### src/rtl/memory_arbiter_pkg.sv
// Shared definitions for the two-port memory arbiter: FSM states, port ids and
// default memory geometry.
package memory_arbiter_pkg;

    localparam int unsigned DEF_ADDR_WIDTH = 4;
    localparam int unsigned DEF_DATA_WIDTH = 8;

    typedef enum logic {
        ST_IDLE   = 1'b0,
        ST_ACCESS = 1'b1
    } state_e;

    localparam logic PORT_CPU = 1'b0;
    localparam logic PORT_LDR = 1'b1;

endpackage

### src/rtl/rr_pick2.sv
// Combinational two-way round-robin picker. eligible[0] is the CPU port and
// eligible[1] the loader; on a tie the port not named by last_grant wins.
module rr_pick2
    import memory_arbiter_pkg::*;
(
    input  logic [1:0] eligible,
    input  logic       last_grant,
    output logic       valid,
    output logic       winner
);

    // Pick a winner from the eligible set, alternating on ties.
    always_comb begin
        valid  = |eligible;
        winner = PORT_CPU;
        unique case (eligible)
            2'b01:   winner = PORT_CPU;
            2'b10:   winner = PORT_LDR;
            2'b11:   winner = (last_grant == PORT_LDR) ? PORT_CPU : PORT_LDR;
            default: winner = PORT_CPU;
        endcase
    end

endmodule

### src/rtl/memory_arbiter.sv
// Round-robin arbiter sharing a single-port memory between the CPU (port C)
// and the loader/debug master (port L). Each access takes an arbitration
// cycle (IDLE) followed by an ACCESS cycle; the ack and registered read data
// appear in the IDLE cycle after ACCESS.
module memory_arbiter
    import memory_arbiter_pkg::*;
#(
    parameter int unsigned ADDR_WIDTH = DEF_ADDR_WIDTH,
    parameter int unsigned DATA_WIDTH = DEF_DATA_WIDTH
) (
    input  logic                  clk,
    input  logic                  reset,
    input  logic                  cpu_req,
    input  logic                  cpu_write,
    input  logic [ADDR_WIDTH-1:0] cpu_address,
    input  logic [DATA_WIDTH-1:0] cpu_wdata,
    output logic                  cpu_ack,
    input  logic                  ldr_req,
    input  logic                  ldr_write,
    input  logic [ADDR_WIDTH-1:0] ldr_address,
    input  logic [DATA_WIDTH-1:0] ldr_wdata,
    output logic                  ldr_ack,
    output logic [DATA_WIDTH-1:0] rdata,
    output logic [ADDR_WIDTH-1:0] address,
    output logic                  write,
    output logic [DATA_WIDTH-1:0] memoryIn,
    input  logic [DATA_WIDTH-1:0] memoryOut
);

    state_e                state_q;
    logic                  winner_q;
    logic                  last_q;
    logic                  write_q;
    logic [ADDR_WIDTH-1:0] addr_q;
    logic [DATA_WIDTH-1:0] wdata_q;
    logic [DATA_WIDTH-1:0] rdata_q;
    logic                  cpu_ack_q;
    logic                  ldr_ack_q;

    logic [1:0]            eligible;
    logic                  pick_valid;
    logic                  pick_winner;
    logic                  write_d;
    logic [ADDR_WIDTH-1:0] addr_d;
    logic [DATA_WIDTH-1:0] wdata_d;

    // A port whose ack is high this cycle is masked so a held req is not re-granted.
    assign eligible = {ldr_req & ~ldr_ack_q, cpu_req & ~cpu_ack_q};

    rr_pick2 u_pick (
        .eligible   (eligible),
        .last_grant (last_q),
        .valid      (pick_valid),
        .winner     (pick_winner)
    );

    // Select the winning requester's command fields for latching.
    always_comb begin
        write_d = cpu_write;
        addr_d  = cpu_address;
        wdata_d = cpu_wdata;
        if (pick_winner == PORT_LDR) begin
            write_d = ldr_write;
            addr_d  = ldr_address;
            wdata_d = ldr_wdata;
        end
    end

    // Arbitration FSM with latched command, read data and ack registers.
    always_ff @(posedge clk) begin
        if (reset) begin
            state_q   <= ST_IDLE;
            winner_q  <= PORT_CPU;
            last_q    <= PORT_LDR;
            write_q   <= 1'b0;
            addr_q    <= '0;
            wdata_q   <= '0;
            rdata_q   <= '0;
            cpu_ack_q <= 1'b0;
            ldr_ack_q <= 1'b0;
        end else begin
            cpu_ack_q <= 1'b0;
            ldr_ack_q <= 1'b0;
            unique case (state_q)
                ST_IDLE: begin
                    if (pick_valid) begin
                        state_q  <= ST_ACCESS;
                        winner_q <= pick_winner;
                        last_q   <= pick_winner;
                        write_q  <= write_d;
                        addr_q   <= addr_d;
                        wdata_q  <= wdata_d;
                    end
                end
                ST_ACCESS: begin
                    // Captured on writes too, so rdata holds the pre-write word.
                    rdata_q <= memoryOut;
                    if (winner_q == PORT_CPU) begin
                        cpu_ack_q <= 1'b1;
                    end else begin
                        ldr_ack_q <= 1'b1;
                    end
                    state_q <= ST_IDLE;
                end
            endcase
        end
    end

    // Drive the memory only during ACCESS; reset gates the write so an
    // interrupted transaction never commits.
    always_comb begin
        address  = '0;
        memoryIn = '0;
        write    = 1'b0;
        if (state_q == ST_ACCESS) begin
            address  = addr_q;
            memoryIn = wdata_q;
            write    = write_q & ~reset;
        end
    end

    assign cpu_ack = cpu_ack_q;
    assign ldr_ack = ldr_ack_q;
    assign rdata   = rdata_q;

endmodule

### config.mk
export PLATFORM = sky130hd
export DESIGN_NAME = memory_arbiter
export DESIGN_NICKNAME = d
export VERILOG_FILES = /design/src/rtl/memory_arbiter_pkg.sv /design/src/rtl/rr_pick2.sv /design/src/rtl/memory_arbiter.sv
export SDC_FILE = /design/constraint.sdc
export NUM_CORES = 1
export LEC_CHECK = 0
export ABC_CLOCK_PERIOD_IN_PS = 1750
export CAP_MARGIN = 0
export CORE_ASPECT_RATIO = 0.6
export CORE_MARGIN = 10
export CORE_UTILIZATION = 42
export DETAILED_ROUTE_END_ITERATION = 12
export GPL_ROUTABILITY_DRIVEN = 0
export PLACE_DENSITY = 0.88
export SLEW_MARGIN = 10
export SYNTH_ARGS = -nofsm -noshare
export SYNTH_HDL_FRONTEND = slang
export SYNTH_SLANG_ARGS = --single-unit
### constraint.sdc
create_clock -name clk -period 1.75 [get_ports clk]
set_input_delay 0.2625 -clock clk [delete_from_list [all_inputs] [get_ports clk]]
set_output_delay 0.2625 -clock clk [all_outputs]
set_load 0.005 [all_outputs]
==> impl_metrics.toml <==
[cells_and_area]
fin_util = 0.739
drive_gt1_frac = 0.119
multi_input_area_sq_um = 612
fillerInstances = 190
syn_to_final_growth_pct = 61.2
fin_nets = 233
n_antenna_cell = 0
regArea_sq_um = 522

[clock_network]
clkLatencyLatePin_ns = 0.28
clock_path_buffers = 2
cts.hold.buffers_added = 0
htree_levels = 1
path_clk_slew_ns = 0.09
root_buffer = "clkbuf_8"
cts_buffers = 3
cts_tree = "yes"
clock-sinks = 26

[global_routing]
grtUsageMet1 = 0.146
grtUsageMet3 = 0.0553
grt.busiest_layer = "met2"
track_usage = 0.136
antenna_found_initial = 0
met2_usage = 0.241
first_global_vias = 1149
grt_overflow = 0
grt_max_degree = 28
grt_pass1_wl_microns = 5690

[power]
power_density_nw_per_um2 = 802
peakVddDrop_mv = 0.470
p_leak_uw = 0.000783

[yosys]
synth_area_leaders = "dfxtp_1 44%, nand2_1 9.1%, a311oi_2 7.5%"
synth_nets = 170
synth_area_per_cell_sq_um = 9.06
yosys-top-cells-count = "29 x nand2_1, 26 x dfxtp_1, 22 x nor2_1"
synth_area_sq_um = 1200
synth_most_common_cell = "nand2_1"
synth-main-ff-cell = "dfxtp_1"
ys.warnings.count = 0
ys_types = 20
ys_ff_latch = 26
seq_area_frac_synth = 0.435
yosys.area.top_type_share = 0.435
synthCells = 132
yosys.area.top_type = "dfxtp_1"
synth_edf_count = 0
synth-async-reset-ratio = 0

[floorplanning]
die-area_sq_um = 5450
fp.dieH_microns = 61.3
rows = 14
initial_core_util = 0.458
die_x_microns = 88.9
pin_count = 61
core-area_sq_um = 2610

[job]
drv_cap = 0

[timing]
fin_tns_setup_ns = 0
rsz0062_at_grt = "no"
final_hold_viol_count = 0
worst_pin_slew_ns = 0.338
finalSetupViolCount = 0
maxSlewHeadroom = 0.774
skew_ns = 0.00351
timing.final.crit_share = 0.965
period_needed_ns = 1.69
drv_slew = 0
fmax_mhz = 592

[routing]
first_iter_violations = 87
num_vias = 1127
dr.pass1.iters = 4
drt_wl_total_microns = 3630
drc = 0
ant_nets = 0
routedWlPerCell_microns = 16.1
via_per_inst = 4.99

[worst_setup_path]
startpoint = "reset"
cp.arrival_ns = 1.43
cp_max_fo = 2
critPathCaptureType = "output port"
r2r_start = "state_q$_SDFF_PP0_"
critPathKind = "in -> out"
worstPathRequired_ns = 1.49
start_kind = "primary input"

[place]
portBuffers = 60
dpl.hpwl_microns = 2860

[run_status]
status = "finished, final reports clean"

[min_path]
min_path_type = "reg -> reg"
min-delay-start = "winner_q$_SDFFE_PP0P_"
==> cells in the final DEF (no fill, tap or decap), drive strengths merged <==
cell	count
a21o	1
a21oi	3
a311oi	13
and2	12
and3b	2
buf	8
bufinv	1
clkbuf	3
clkdlybuf4s50	59
dfxtp	26
dlymetal6s2s	1
mux2i	8
nand2	29
nand2b	3
nand3b	1
nor2	22
nor2b	1
nor3b	1
==> report_power, final <==
| part | internal (uW) | switching (uW) | total [uW] | leakage (uW) |
|---|---|---|---|---|
| clock network | 306 | 197 | 504 | 0.0000357 |
| logic | 218 | 154 | 372 | 0.000532 |
| registers | 645 | 26.1 | 671 | 0.000215 |
==> through the flow <==
stage	power, uW	hold WS [ns]	instance area, sq um	instances	setup slack (ns)
after floorplan	868	0.410	1200	132	0.560
after global placement	1040	0.426	1840	221	0.0488
after detailed placement	1050	0.451	1840	221	0.0315
after CTS	1560	0.465	1910	225	0.0265
after global routing	1620	0.491	1930	226	0.00892
final	1550	0.467	1930	226	0.0613
==> critical path: stages <==
cell	delay [ns]
clkdlybuf4s50_1	0.44
and3b_1	0.22
clkdlybuf4s50_1	0.50
==> final cells by class <==
class	instances	area share
Tap cell	32	0.0208
Timing Repair Buffer	68	0.354
Clock inverter	1	0.0156
Clock buffer	3	0.0214
Multi-Input combinational cell	96	0.317
Sequential cell	26	0.271
==> worst paths after layout <==
kind	to	slack, ns	cells after the start
hold / removal	cpu_ack$_SDFF_PP0_	0.47	1
hold reg to reg	cpu_ack$_SDFF_PP0_	0.47	1
setup / recovery	write	0.06	3
setup reg to reg	wdata_q[2]$_SDFFE_PP0P_	0.37	6
==> sequential cells by signal, indices dropped and copies added, names as in the netlist <==
signal    flops
cpu_ack       1
ldr_ack       1
last_q        1
state_q       1
addr_q        4
write_q       1
wdata_q       8
rdata         8
winner_q      1
==> metal layers <==
metal	up-vias	part of all wire
met2	52	0.46
met4	0	0.010
met3	4	0.096
met5	-	0
met1	505	0.43
li1	566	-
==> repair_timing <==
action                     4_1_cts  5_1_grt
gates resized for setup          1        3
setup buffers                    0        1
setup endpoints to repair        6       10
==> cells by family after synthesis <==
logic type / share of synthesized area
and+or+nand+nor: 0.290
DFF: 0.435
AOI/OAI and AO/OA: 0.155
buffers and inverters: 0.0533
muxes: 0.0669
Note: power is estimated with default switching activity, not from simulation.
